[src/rtl/imm_encoder.sv]
//------------------------------------------------------------------------------
// imm_encoder
//   Inverse of the datapath immediate generator. Takes a 32-bit two's
//   complement immediate and a format select. It range-checks the immediate and
//   scatters its bits into the immediate fields of an instruction template.
//   Built as a two-stage valid/ready pipeline:
//     - S1 holds the request.
//     - S2 holds the merged instruction and its error flag.
//   The pipeline sustains one transfer per cycle.
//
// Ports
//   clk        : system clock, rising edge
//   rst_n      : asynchronous active-low reset
//   in_valid   : request valid
//   in_ready   : encoder can accept a request this cycle
//   base_inst  : instruction template; its immediate-field bits are ignored
//   imm        : immediate value, two's complement
//   imm_sel    : format select (`Imm_I/`Imm_S/`Imm_B/`Imm_J/`Imm_U)
//   out_valid  : result valid
//   out_ready  : consumer accepts the result
//   out_inst   : encoded instruction
//   out_err    : immediate out of range, misaligned, or unknown select
//   err_cnt    : saturating count of delivered results with out_err=1
//------------------------------------------------------------------------------
`timescale 1ns/1ps

`ifndef Imm_I
`define Imm_I 3'd0
`endif
`ifndef Imm_S
`define Imm_S 3'd1
`endif
`ifndef Imm_B
`define Imm_B 3'd2
`endif
`ifndef Imm_J
`define Imm_J 3'd3
`endif
`ifndef Imm_U
`define Imm_U 3'd4
`endif

module imm_encoder #(
    parameter int ERR_CNT_W = 16
) (
    input  logic                 clk,
    input  logic                 rst_n,
    input  logic                 in_valid,
    output logic                 in_ready,
    input  logic [31:0]          base_inst,
    input  logic [31:0]          imm,
    input  logic [2:0]           imm_sel,
    output logic                 out_valid,
    input  logic                 out_ready,
    output logic [31:0]          out_inst,
    output logic                 out_err,
    output logic [ERR_CNT_W-1:0] err_cnt
);

    // Immediate does not fit the selected format, is misaligned, or the select is unknown.
    function automatic logic imm_err(input logic [2:0] sel, input logic [31:0] v);
        logic e;
        e = 1'b1;
        case (sel)
            `Imm_I, `Imm_S: e = !((&v[31:11]) || (~|v[31:11]));
            `Imm_B:         e = !((&v[31:12]) || (~|v[31:12])) || v[0];
            `Imm_J:         e = !((&v[31:20]) || (~|v[31:20])) || v[0];
            `Imm_U:         e = |v[11:0];
            default:        e = 1'b1;
        endcase
        return e;
    endfunction

    // Replace the immediate fields of the template with immediate bits. Out-of-range
    // immediates are simply truncated, and an unknown select passes the template through.
    function automatic logic [31:0] imm_merge(input logic [2:0] sel, input logic [31:0] b,
                                              input logic [31:0] v);
        logic [31:0] m;
        m = b;
        case (sel)
            `Imm_I:  m = {v[11:0], b[19:0]};
            `Imm_S:  m = {v[11:5], b[24:12], v[4:0], b[6:0]};
            `Imm_B:  m = {v[12], v[10:5], b[24:12], v[4:1], v[11], b[6:0]};
            `Imm_J:  m = {v[20], v[10:1], v[11], v[19:12], b[11:0]};
            `Imm_U:  m = {v[31:12], b[11:0]};
            default: m = b;
        endcase
        return m;
    endfunction

    logic                 s1_valid_q, s1_valid_d;
    logic [31:0]          s1_inst_q,  s1_inst_d;
    logic [31:0]          s1_imm_q,   s1_imm_d;
    logic [2:0]           s1_sel_q,   s1_sel_d;
    logic                 s2_valid_q, s2_valid_d;
    logic [31:0]          s2_inst_q,  s2_inst_d;
    logic                 s2_err_q,   s2_err_d;
    logic [ERR_CNT_W-1:0] err_cnt_q,  err_cnt_d;

    logic s2_can_load_s;
    logic s1_can_load_s;
    logic out_xfer_s;

    assign out_xfer_s    = s2_valid_q & out_ready;
    assign s2_can_load_s = ~s2_valid_q | out_ready;
    assign s1_can_load_s = ~s1_valid_q | s2_can_load_s;

    assign in_ready  = s1_can_load_s;
    assign out_valid = s2_valid_q;
    assign out_inst  = s2_inst_q;
    assign out_err   = s2_err_q;
    assign err_cnt   = err_cnt_q;

    // Next state for both stages. A stage reloads only when its contents move on or it is empty.
    always_comb begin
        s1_valid_d = s1_valid_q;
        s1_inst_d  = s1_inst_q;
        s1_imm_d   = s1_imm_q;
        s1_sel_d   = s1_sel_q;
        s2_valid_d = s2_valid_q;
        s2_inst_d  = s2_inst_q;
        s2_err_d   = s2_err_q;
        err_cnt_d  = err_cnt_q;

        if (s1_can_load_s) begin
            s1_valid_d = in_valid;
            s1_inst_d  = base_inst;
            s1_imm_d   = imm;
            s1_sel_d   = imm_sel;
        end else begin
            s1_valid_d = s1_valid_q;
        end

        if (s2_can_load_s) begin
            s2_valid_d = s1_valid_q;
            s2_inst_d  = imm_merge(s1_sel_q, s1_inst_q, s1_imm_q);
            s2_err_d   = imm_err(s1_sel_q, s1_imm_q);
        end else begin
            s2_valid_d = s2_valid_q;
        end

        // Count erroneous results as they leave; hold at all-ones.
        if (out_xfer_s && s2_err_q && (err_cnt_q != {ERR_CNT_W{1'b1}})) begin
            err_cnt_d = err_cnt_q + {{(ERR_CNT_W-1){1'b0}}, 1'b1};
        end else begin
            err_cnt_d = err_cnt_q;
        end
    end

    // Pipeline and counter registers. Reset discards any in-flight request.
    always_ff @(posedge clk or negedge rst_n) begin
        if (!rst_n) begin
            s1_valid_q <= 1'b0;
            s1_inst_q  <= 32'h0000_0000;
            s1_imm_q   <= 32'h0000_0000;
            s1_sel_q   <= 3'd0;
            s2_valid_q <= 1'b0;
            s2_inst_q  <= 32'h0000_0000;
            s2_err_q   <= 1'b0;
            err_cnt_q  <= {ERR_CNT_W{1'b0}};
        end else begin
            s1_valid_q <= s1_valid_d;
            s1_inst_q  <= s1_inst_d;
            s1_imm_q   <= s1_imm_d;
            s1_sel_q   <= s1_sel_d;
            s2_valid_q <= s2_valid_d;
            s2_inst_q  <= s2_inst_d;
            s2_err_q   <= s2_err_d;
            err_cnt_q  <= err_cnt_d;
        end
    end

endmodule

[config.mk]
export PLATFORM = sky130hd
export DESIGN_NAME = imm_encoder
export DESIGN_NICKNAME = d
export VERILOG_FILES = /design/src/rtl/imm_encoder.sv
export SDC_FILE = /design/constraint.sdc
export NUM_CORES = 1
export LEC_CHECK = 0
export ABC_AREA = 1
export CAP_MARGIN = 20
export CORE_AREA = 2 2 115 117
export CTS_BUF_LIST = sky130_fd_sc_hd__clkbuf_4
export DETAILED_ROUTE_END_ITERATION = 6
export DIE_AREA = 0 0 117 119
export PLACE_DENSITY = 0.66
export SETUP_SLACK_MARGIN = 0.05
export SYNTH_ARGS = -nofsm -noshare
export SYNTH_HDL_FRONTEND = slang
export SYNTH_SLANG_ARGS = --single-unit
[constraint.sdc]
create_clock -name clk -period 4.27 [get_ports clk]
set_input_delay 0.6405 -clock clk [delete_from_list [all_inputs] [get_ports clk]]
set_output_delay 0.6405 -clock clk [all_outputs]
set_load 0.05 [all_outputs]
==> flow_summary_export.csv, run 1 <==
group,metric,value,unit
cts,path_clk_slew,0.11,ns
floorplanning,num_rows,42,
grt,grt_overflow,0,
route,wl_per_cell,14.8,um
yosys,synth_seq_cells,118,
cts,clkSinkCount,118,
route,drc_errors,0,
route,via_per_inst,4.90,
yosys,synthArstFlopShare,100,%
worst_setup_path,crit_family,"buffers and inverters",
grt,grt_pass1_vias,4638,
yosys,synthesis.area,5360,um^2
worst_setup_path,critPathLaunchType,"primary input",
worst_setup_path,r2r_cells,6,
cts,htreeDepth,4,
cts,cts_tree,"done",
cts,hold_buffers,0,
worst_setup_path,cp-endpoint,"in_ready",
finish,final_cell_area,6960,um^2
timing,max_slew_margin,28.8,%
yosys,yosysSeqAreaShare,55.1,%
cts,cts_buffers,17,
floorplanning,ios,122,
run_status,outcome,"finished, final reports clean",
floorplanning,coreArea,12900,um^2
finish,area_growth_syn_to_layout,29.9,%
route,num_vias,4470,
route,drt-total-wl,13500,um
placed_design,dp.cells,881,
floorplanning,start_util,41.6,%
finish,fillers,1236,
cts,post_cts_buffers,0,
placed_design,io_buffer_count,121,
worst_setup_path,crit_start,"out_ready",
cts,cts_root_buffer,"clkbuf_4",
floorplanning,fp.dieH,119,um
timing,setup_viol,0,
worst_setup_path,crit_cells,5,
yosys,synth.top_cell.area_share,55.1,%
cts,clkLatencyLatePin,0.52,ns
cts,clk_path_buf_depth,2,
grt,grt_pass1_wl,22300,um
worst_setup_path,cp_max_fo,28,
placed_design,place_area,6680,um^2
finish,diodes,0,
timing,worst_slew_pin_slew,1.07,ns
finish,utilization,54.1,%
timing,setup_slack,1.26,ns
route,drt_pass1_iterations,4,
hold_path,min_path_type,"in -> async",
worst_setup_path,cp_common_cell,"clkdlybuf4s50_1",
yosys,synth_edf_count,0,
floorplanning,die_w,117,um
timing,fmax,332,MHz
worst_setup_path,worst-path-buf-inv,3,
timing,whs,0.156,ns
job,cap_viol_max_count,0,
worst_setup_path,cp-end-kind,"primary output",
yosys,synthCells,604,
timing,fin_skew,0.0127,ns
pwr,ir_drop,0.177,mV
placed_design,globalplace.congestion,0.844,
route,drtIter0Drc,283,
finish,fin_cells,913,
timing,timing.setup.tns,0,ns
pwr,p_leak,3.20,nW
timing,final-max-slew-violation-count,0,
worst_setup_path,critPathRequiredTime,3.63,ns
timing,fin_crit_sh,70.5,%
worst_setup_path,timing_worst_setup_path_type,"in -> out",
grt,antenna_found_initial,0,
yosys,yosys.area.top_type,"dfrtp_1",
yosys,synth_nets,676,
worst_setup_path,reg2reg_from,"out_valid",
worst_setup_path,path_cells,"clkdlybuf4s50_1, nor2_4, buf_4, nand2_4, clkdlybuf4s50_1",
pwr,pwr_density_cell,449,nW/um^2
yosys,ys.flop_type,"dfrtp_1",
cts,post_cts_resized,0,
timing,rsz0062_at_grt,"no",
finish,ff_latch_area,2950,um^2
worst_setup_path,critPathSlowestCell,"clkdlybuf4s50_1",
worst_setup_path,slowest_delay,0.79,ns
yosys,yosysWarnings,0,
grt,grt_max_degree,116,
yosys,yosysUniqueCellTypes,32,
finish,multi_input_area,1990,um^2
route,ant_nets,0,
worst_setup_path,worst_ep_arrival_time,2.37,ns
timing,min_period,3.01,ns
yosys,synthTopCellsByArea,"dfrtp_1 (55%), nand2_1 (9.0%), o21ai_0 (6.0%)",
timing,hold_viol_final,0,
placed_design,hpwl,9670,um
placed_design,dp_worst_setup_slack,1.26,ns
yosys,avgSynthCellArea,8.87,um^2
finish,nets,796,
worst_setup_path,rrSetupSlack,2.02,ns
worst_setup_path,reg2reg_to,"s1_imm_q[1]",
grt,track_usage,20.7,%
finish,layout-drive-gt1-share,9.50,%
pwr,power.total,3.13,mW
floorplanning,die_area,13900,um^2
## cells in the final DEF (no fill, tap or decap), types with 7 or more instances in the layout
| cell type | count |
|---|---|
| nand3_1 | 18 |
| xor2_1 | 8 |
| clkdlybuf4s50_1 | 120 |
| o21ai_0 | 64 |
| a211oi_1 | 8 |
| mux2_2 | 17 |
| o22ai_1 | 18 |
| nor2_1 | 72 |
| a21oi_1 | 11 |
| inv_1 | 68 |
| dfrtp_1 | 118 |
| inv_2 | 7 |
| nand2_1 | 129 |
| clkbuf_4 | 19 |
## power by group
group	switching [mW]	total [mW]	internal [mW]
sequential	0.116	1.38	1.27
clock	0.406	0.811	0.405
combinational	0.601	0.932	0.331
## metal layers
layer,up-vias,track usage [%],wire (um)
met2,113,32.6,6440
li1,2179,-,-
met4,0,5.22,188
met3,17,6.72,854
met1,2161,27.9,6050
met5,-,0,0
## kinds of logic after synthesis
| family | Yosys count | synth area share, % |
|---|---|---|
| buffers and inverters | 99 | 7.80 |
| multiplexers | 20 | 4.20 |
| AND/OR/NAND/NOR | 237 | 18.2 |
| adder cells (fa/ha/maj) | 1 | 0.233 |
| flip-flops | 118 | 55.1 |
| AO/OA/AOI/OAI | 114 | 11.9 |
| XOR/XNOR | 15 | 2.59 |
## cell usage after synthesis (7+ instances only)
library cell,number
o21ai_0,64
clkbuf_1,12
xor2_1,8
inv_1,68
dfrtp_1,118
nand3_1,18
a211oi_1,8
nand2_1,129
buf_2,7
mux2_2,17
inv_2,7
o22ai_1,18
a21oi_1,11
nor2_1,72
## state kept, by name, indices dropped and copies added (netlist names)
register,count
err_cnt,16
out_err,1
out_inst,32
out_valid,1
s1_imm_q,32
s1_inst_q,32
s1_sel_q,3
s1_valid_q,1
## how the worst min path moves through the flow
stage	from	endpoint	slack (ns)	cells after the start
after global routing	rst_n	s1_imm_q[24]	0.17	1
after floorplan	rst_n	err_cnt[0]	0.34	0
after CTS	rst_n	s1_imm_q[24]	0.15	1
after global placement	out_inst[31]	out_inst[31]	0.47	2
after detailed placement	out_inst[31]	out_inst[31]	0.48	2
final	rst_n	s1_imm_q[24]	0.16	1
## final cells by class
class | instances | area share, %
Timing Repair Buffer | 125 | 17.8
Inverter | 75 | 4.04
Tap cell | 176 | 3.16
Clock inverter | 13 | 1.98
Clock buffer | 19 | 2.05
Sequential cell | 118 | 42.4
Multi-Input combinational cell | 387 | 28.5
## worst register-to-register path: stages (launching register included)
cell     delay (ns)
dfrtp_1        0.40
inv_1          0.11
nor2_4         0.04
buf_4          0.23
nand2_4        0.10
buf_4          0.77
mux2_2         0.50
No activity file was read; power rests on OpenSTA's default activity.
==> run 2: changes to the inputs <==
==> constraint.sdc (replaced) <==
create_clock -name clk -period 3.1 [get_ports clk]
set_input_delay 0.465 -clock clk [delete_from_list [all_inputs] [get_ports clk]]
set_output_delay 0.465 -clock clk [all_outputs]
set_load 0.05 [all_outputs]
==> flow_summary_export.csv, run 2 (synthesis results as in run 1) <==
group,metric,value,unit
route,drc_errors,0,
timing,final-max-slew-violation-count,0,
pwr,pwr_density_cell,593,nW/um^2
timing,worst_slew_pin_slew,0.730,ns
cts,cts_buffers,17,
route,via_per_inst,4.85,
worst_setup_path,worst_ep_arrival_time,1.80,ns
timing,setup_viol,0,
finish,final_cell_area,6930,um^2
finish,utilization,53.9,%
pwr,seq_power_share,46.4,%
worst_setup_path,timing_worst_setup_path_type,"reg -> out",
timing,fmax,442,MHz
timing,timing.setup.tns,0,ns
placed_design,dp.cells,882,
placed_design,hpwl,9720,um
run_status,outcome,"finished, final reports clean",
timing,fin_crit_sh,73.0,%
grt,grt_pass1_wl,21900,um
finish,diodes,0,
grt,antenna_found_initial,0,
worst_setup_path,critPathLaunchType,"register",
route,num_vias,4420,
route,wl_per_cell,14.6,um
worst_setup_path,slowest_delay,0.84,ns
cts,path_clk_slew,0.10,ns
floorplanning,die_w,117,um
worst_setup_path,r2r_cells,5,
timing,min_period,2.26,ns
worst_setup_path,crit_family,"buffers and inverters",
cts,clkLatencyLatePin,0.52,ns
route,drtIter0Drc,247,
route,drt-total-wl,13300,um
cts,clk_path_buf_depth,2,
timing,max_slew_margin,51.2,%
finish,layout-drive-gt1-share,9.51,%
route,drt_pass1_iterations,5,
placed_design,io_buffer_count,121,
floorplanning,ios,122,
finish,area_growth_syn_to_layout,29.4,%
finish,fin_cells,912,
floorplanning,fp.dieH,119,um
timing,fin_skew,0.0155,ns
pwr,ir_drop,0.290,mV
grt,grt_overflow,0,
grt,grt_max_degree,79,
worst_setup_path,cp_max_fo,5,
grt,grt_pass1_vias,4529,
timing,hold_viol_final,0,
pwr,power_switching,1.51,mW
placed_design,globalplace.congestion,0.829,
worst_setup_path,cp-end-kind,"primary output",
worst_setup_path,worst-path-buf-inv,1,
timing,rsz0062_at_grt,"no",
pwr,comb_power_share,31.3,%
worst_setup_path,rrSetupSlack,1.08,ns
pwr,clkPwrFrac,22.4,%
placed_design,place_area,6710,um^2
cts,clkSinkCount,118,
route,ant_nets,0,
worst_setup_path,path_cells,"clkdlybuf4s50_1",
floorplanning,die_area,13900,um^2
finish,final_common_cell,"nand2_1",
worst_setup_path,reg2reg_from,"s1_sel_q[2]",
finish,nets,798,
worst_setup_path,critPathRequiredTime,2.63,ns
cts,cts_root_buffer,"clkbuf_4",
pwr,p_leak,3.20,nW
hold_path,min_path_type,"in -> async",
finish,mostFrequentLayoutCells,"nand2_1 (129), clkdlybuf4s50_1 (119), dfrtp_1 (118)",
floorplanning,num_rows,42,
job,cap_viol_max_count,0,
floorplanning,coreArea,12900,um^2
grt,track_usage,20.5,%
worst_setup_path,reg2reg_to,"out_inst[19]",
floorplanning,start_util,41.6,%
pwr,switching_share,36.8,%
cts,htreeDepth,4,
cts,cts_tree,"done",
pwr,p_int,2.60,mW
worst_setup_path,critPathSlowestCell,"clkdlybuf4s50_1",
cts,post_cts_buffers,0,
-- run 2: cell count changes in the layout (fill, tap and decap cells not counted), sizes merged --
cell | previous run | this run
buf | 5 | 7
bufinv | 3 | 1
clkbuf | 19 | 20
clkdlybuf4s50 | 120 | 119
clkinvlp | 2 | 0
dlygate4sd3 | 0 | 1
-- run 2: area by class of cell --
| class | count | area, um^2 |
|---|---|---|
| repair buffers | 127 | 1280 |
| clock buffers | 20 | 150 |
| fillers | 1210 | 5940 |
| well taps | 176 | 220 |
| flip-flops and latches | 118 | 2950 |
| clock inverters | 9 | 63.8 |
| multi-input cells | 387 | 1990 |
| inverters | 75 | 282 |
-- run 2: how the worst max path moves through the flow --
stage | cells after the start | start | end
floorplan | 5 | out_valid | in_ready
finish | 1 | err_cnt[13] | err_cnt[13]
global placement | 6 | out_ready | out_inst[24]
global route | 1 | err_cnt[0] | err_cnt[0]
detailed placement | 5 | out_ready | s1_inst_q[27]
CTS | 1 | err_cnt[10] | err_cnt[10]
-- run 2: metal layers --
metal	GRT usage [%]	share of wire (%)
met1	26.7	45
met2	32.4	48
met3	6.77	6.6
met5	0	0
met4	6.84	1.0
-- run 2: worst register-to-register path, stage by stage (launching register included) --
cell and delay (ns):
dfrtp_1 0.62, nand2_1 0.55, nand2_1 0.24, inv_2 0.10, a211oi_1 0.31, nor2_1 0.07
-- run 2: repair_timing --
action,CTS,global route
resized for setup,0,0
endpoints found under the hold margin,40,0
hold buffers,1,0
-- run 2: power by group through the flow --
stage / Clock, mW / Combinational [mW] / Sequential (mW)
finish: 0.920 / 1.29 / 1.91
global route: 1.02 / 1.39 / 1.94
CTS: 0.944 / 1.30 / 1.91
detailed placement: 0 / 1.30 / 1.93
global placement: 0 / 1.28 / 1.93
floorplan: 0 / 0.410 / 2.31
-- run 2: stage by stage --
stage	power, mW	worst slack (ns)	hold WS (ns)
6_report	4.11	0.836	0.451
5_1_grt	4.35	0.739	0.458
4_1_cts	4.15	0.793	0.449
3_5_place_dp	3.23	0.872	0.484
3_3_place_gp	3.21	0.875	0.466
2_1_floorplan	2.72	1.16	0.169
==> run 3: changes to the inputs <==
==> constraint.sdc (replaced) <==
create_clock -name clk -period 2.2 [get_ports clk]
set_input_delay 0.33 -clock clk [delete_from_list [all_inputs] [get_ports clk]]
set_output_delay 0.33 -clock clk [all_outputs]
set_load 0.05 [all_outputs]
==> flow_summary_export.csv, run 3 (synthesis results as in run 1) <==
group,metric,value,unit
route,drc_errors,0,
worst_setup_path,reg2reg_to,"out_inst[19]",
timing,whs,0.286,ns
cts,cts_tree,"done",
worst_setup_path,reg2reg_from,"s1_sel_q[2]",
worst_setup_path,critPathRequiredTime,1.87,ns
timing,final-max-slew-violation-count,0,
worst_setup_path,cp-endpoint,"err_cnt[5]",
pwr,power.total,5.94,mW
placed_design,hpwl,10100,um
floorplanning,die_area,13900,um^2
floorplanning,fp.dieH,119,um
pwr,p_leak,3.40,nW
cts,clk_path_buf_depth,2,
worst_setup_path,path_cells,"clkdlybuf4s50_1",
worst_setup_path,worst-path-buf-inv,1,
cts,htreeDepth,4,
finish,nets,808,
timing,setup_slack,0.134,ns
grt,grt_overflow,0,
timing,worst_slew_pin_slew,0.542,ns
worst_setup_path,timing_worst_setup_path_type,"reg -> out",
pwr,pwr_density_cell,842,nW/um^2
cts,cts_buffers,17,
grt,grt_pass1_wl,21800,um
timing,hold_viol_final,0,
timing,fin_skew,0.0126,ns
run_status,outcome,"finished, final reports clean",
route,wl_per_cell,14.6,um
cts,clkSinkCount,118,
worst_setup_path,crit_cells,1,
finish,fin_cells,922,
pwr,comb_power_share,30.9,%
placed_design,globalplace.congestion,0.827,
pwr,power_switching,2.14,mW
floorplanning,ios,122,
worst_setup_path,worst_ep_arrival_time,1.74,ns
finish,final_common_cell,"nand2_1",
route,drt-total-wl,13500,um
grt,grt_pass1_vias,4511,
route,ant_nets,0,
placed_design,dp_worst_setup_slack,0.308,ns
worst_setup_path,critPathLaunchType,"register",
route,num_vias,4502,
finish,fillers,1184,
timing,fmax,484,MHz
worst_setup_path,slowest_delay,0.82,ns
route,drt_pass1_iterations,4,
grt,antenna_found_initial,0,
cts,clkLatencyLatePin,0.51,ns
timing,max_slew_margin,63.8,%
worst_setup_path,cp-end-kind,"primary output",
pwr,seq_power_share,45.2,%
placed_design,io_buffer_count,121,
timing,min_period,2.07,ns
hold_path,min_path_type,"in -> async",
timing,rsz0062_at_grt,"no",
finish,mostFrequentLayoutCells,"nand2_1 (129), dfrtp_1 (118), clkdlybuf4s50_1 (104)",
cts,cts_root_buffer,"clkbuf_4",
finish,area_growth_syn_to_layout,31.7,%
timing,timing.setup.tns,0,ns
grt,grt_max_degree,51,
placed_design,dp.cells,892,
worst_setup_path,critPathSlowestCell,"clkdlybuf4s50_1",
pwr,switching_share,35.9,%
pwr,clkPwrFrac,24.0,%
floorplanning,start_util,41.6,%
grt,track_usage,20.3,%
worst_setup_path,r2r_cells,6,
floorplanning,die_w,117,um
job,cap_viol_max_count,0,
worst_setup_path,crit_start,"err_cnt[5]",
floorplanning,coreArea,12900,um^2
pwr,p_int,3.81,mW
worst_setup_path,cp_max_fo,4,
route,drtIter0Drc,291,
finish,layout-drive-gt1-share,10.9,%
finish,diodes,0,
timing,fin_crit_sh,93.9,%
cts,path_clk_slew,0.09,ns
worst_setup_path,crit_family,"buffers and inverters",
timing,setup_viol,0,
route,via_per_inst,4.88,
floorplanning,num_rows,42,
worst_setup_path,rrSetupSlack,0.52,ns
pwr,ir_drop,0.448,mV
==> run 3: cell types whose count changed in the layout (fill, tap and decap cells not counted), sizes merged <==
| cell | previous run | this run |
|---|---|---|
| bufinv | 1 | 2 |
| dlymetal6s2s | 0 | 10 |
| dlygate4sd2 | 0 | 5 |
| clkinv | 8 | 6 |
| clkdlybuf4s50 | 119 | 104 |
| clkbuf | 20 | 21 |
| buf | 7 | 17 |
==> run 3: final cells by class <==
cell class / instances / area [um^2] / area share (%)
Clock buffer: 21 / 158 / 2.23
Tap cell: 176 / 220 / 3.12
Clock inverter: 8 / 85.1 / 1.21
Timing Repair Buffer: 137 / 1370 / 19.5
Inverter: 75 / 282 / 3.99
Sequential cell: 118 / 2950 / 41.8
Multi-Input combinational cell: 387 / 1990 / 28.2
==> run 3: repair_timing <==
action / CTS / global route
resized for setup: 5 / 10
hold buffers: 1 / 0
cloned: 0 / 0
endpoints found under the hold margin: 27 / 0
setup buffers: 0 / 0
setup endpoints to repair: 5 / 10
==> run 3: power groups by stage <==
| stage | Sequential [mW] | Combinational [mW] | Clock, mW |
|---|---|---|---|
| after global placement | 2.72 | 1.82 | 0 |
| after detailed placement | 2.73 | 1.85 | 0 |
| after floorplan | 3.26 | 0.578 | 0 |
| after global routing | 2.72 | 1.98 | 1.56 |
| after CTS | 2.69 | 1.85 | 1.47 |
| final | 2.68 | 1.83 | 1.43 |
==> run 3: per-stage QoR <==
stage | cell area, um^2 | util (%)
final | 7060 | 54.8
after floorplan | 5360 | -
after detailed placement | 6790 | 52.7
after global routing | 7060 | 54.8
after CTS | 7030 | 54.6
after global placement | 6790 | 52.7
==> run 3: worst min-delay path by stage <==
| stage | endpoint | slack [ns] | cells after the start |
|---|---|---|---|
| global route | s1_imm_q[11] | 0.28 | 2 |
| detailed placement | s1_imm_q[8] | 0.29 | 1 |
| finish | s1_imm_q[8] | 0.29 | 2 |
| CTS | s1_imm_q[11] | 0.26 | 2 |
| floorplan | err_cnt[0] | 0.03 | 0 |
| global placement | s1_imm_q[9] | 0.29 | 1 |
==> run 3: routing by layer <==
layer	share of wire, %	global-route usage, %	vias to the layer above
li1	-	-	2199
met1	43	25.9	2156
met2	48	32.5	128
met3	7.2	6.46	19
met4	1.5	6.99	0
met5	0	0	-
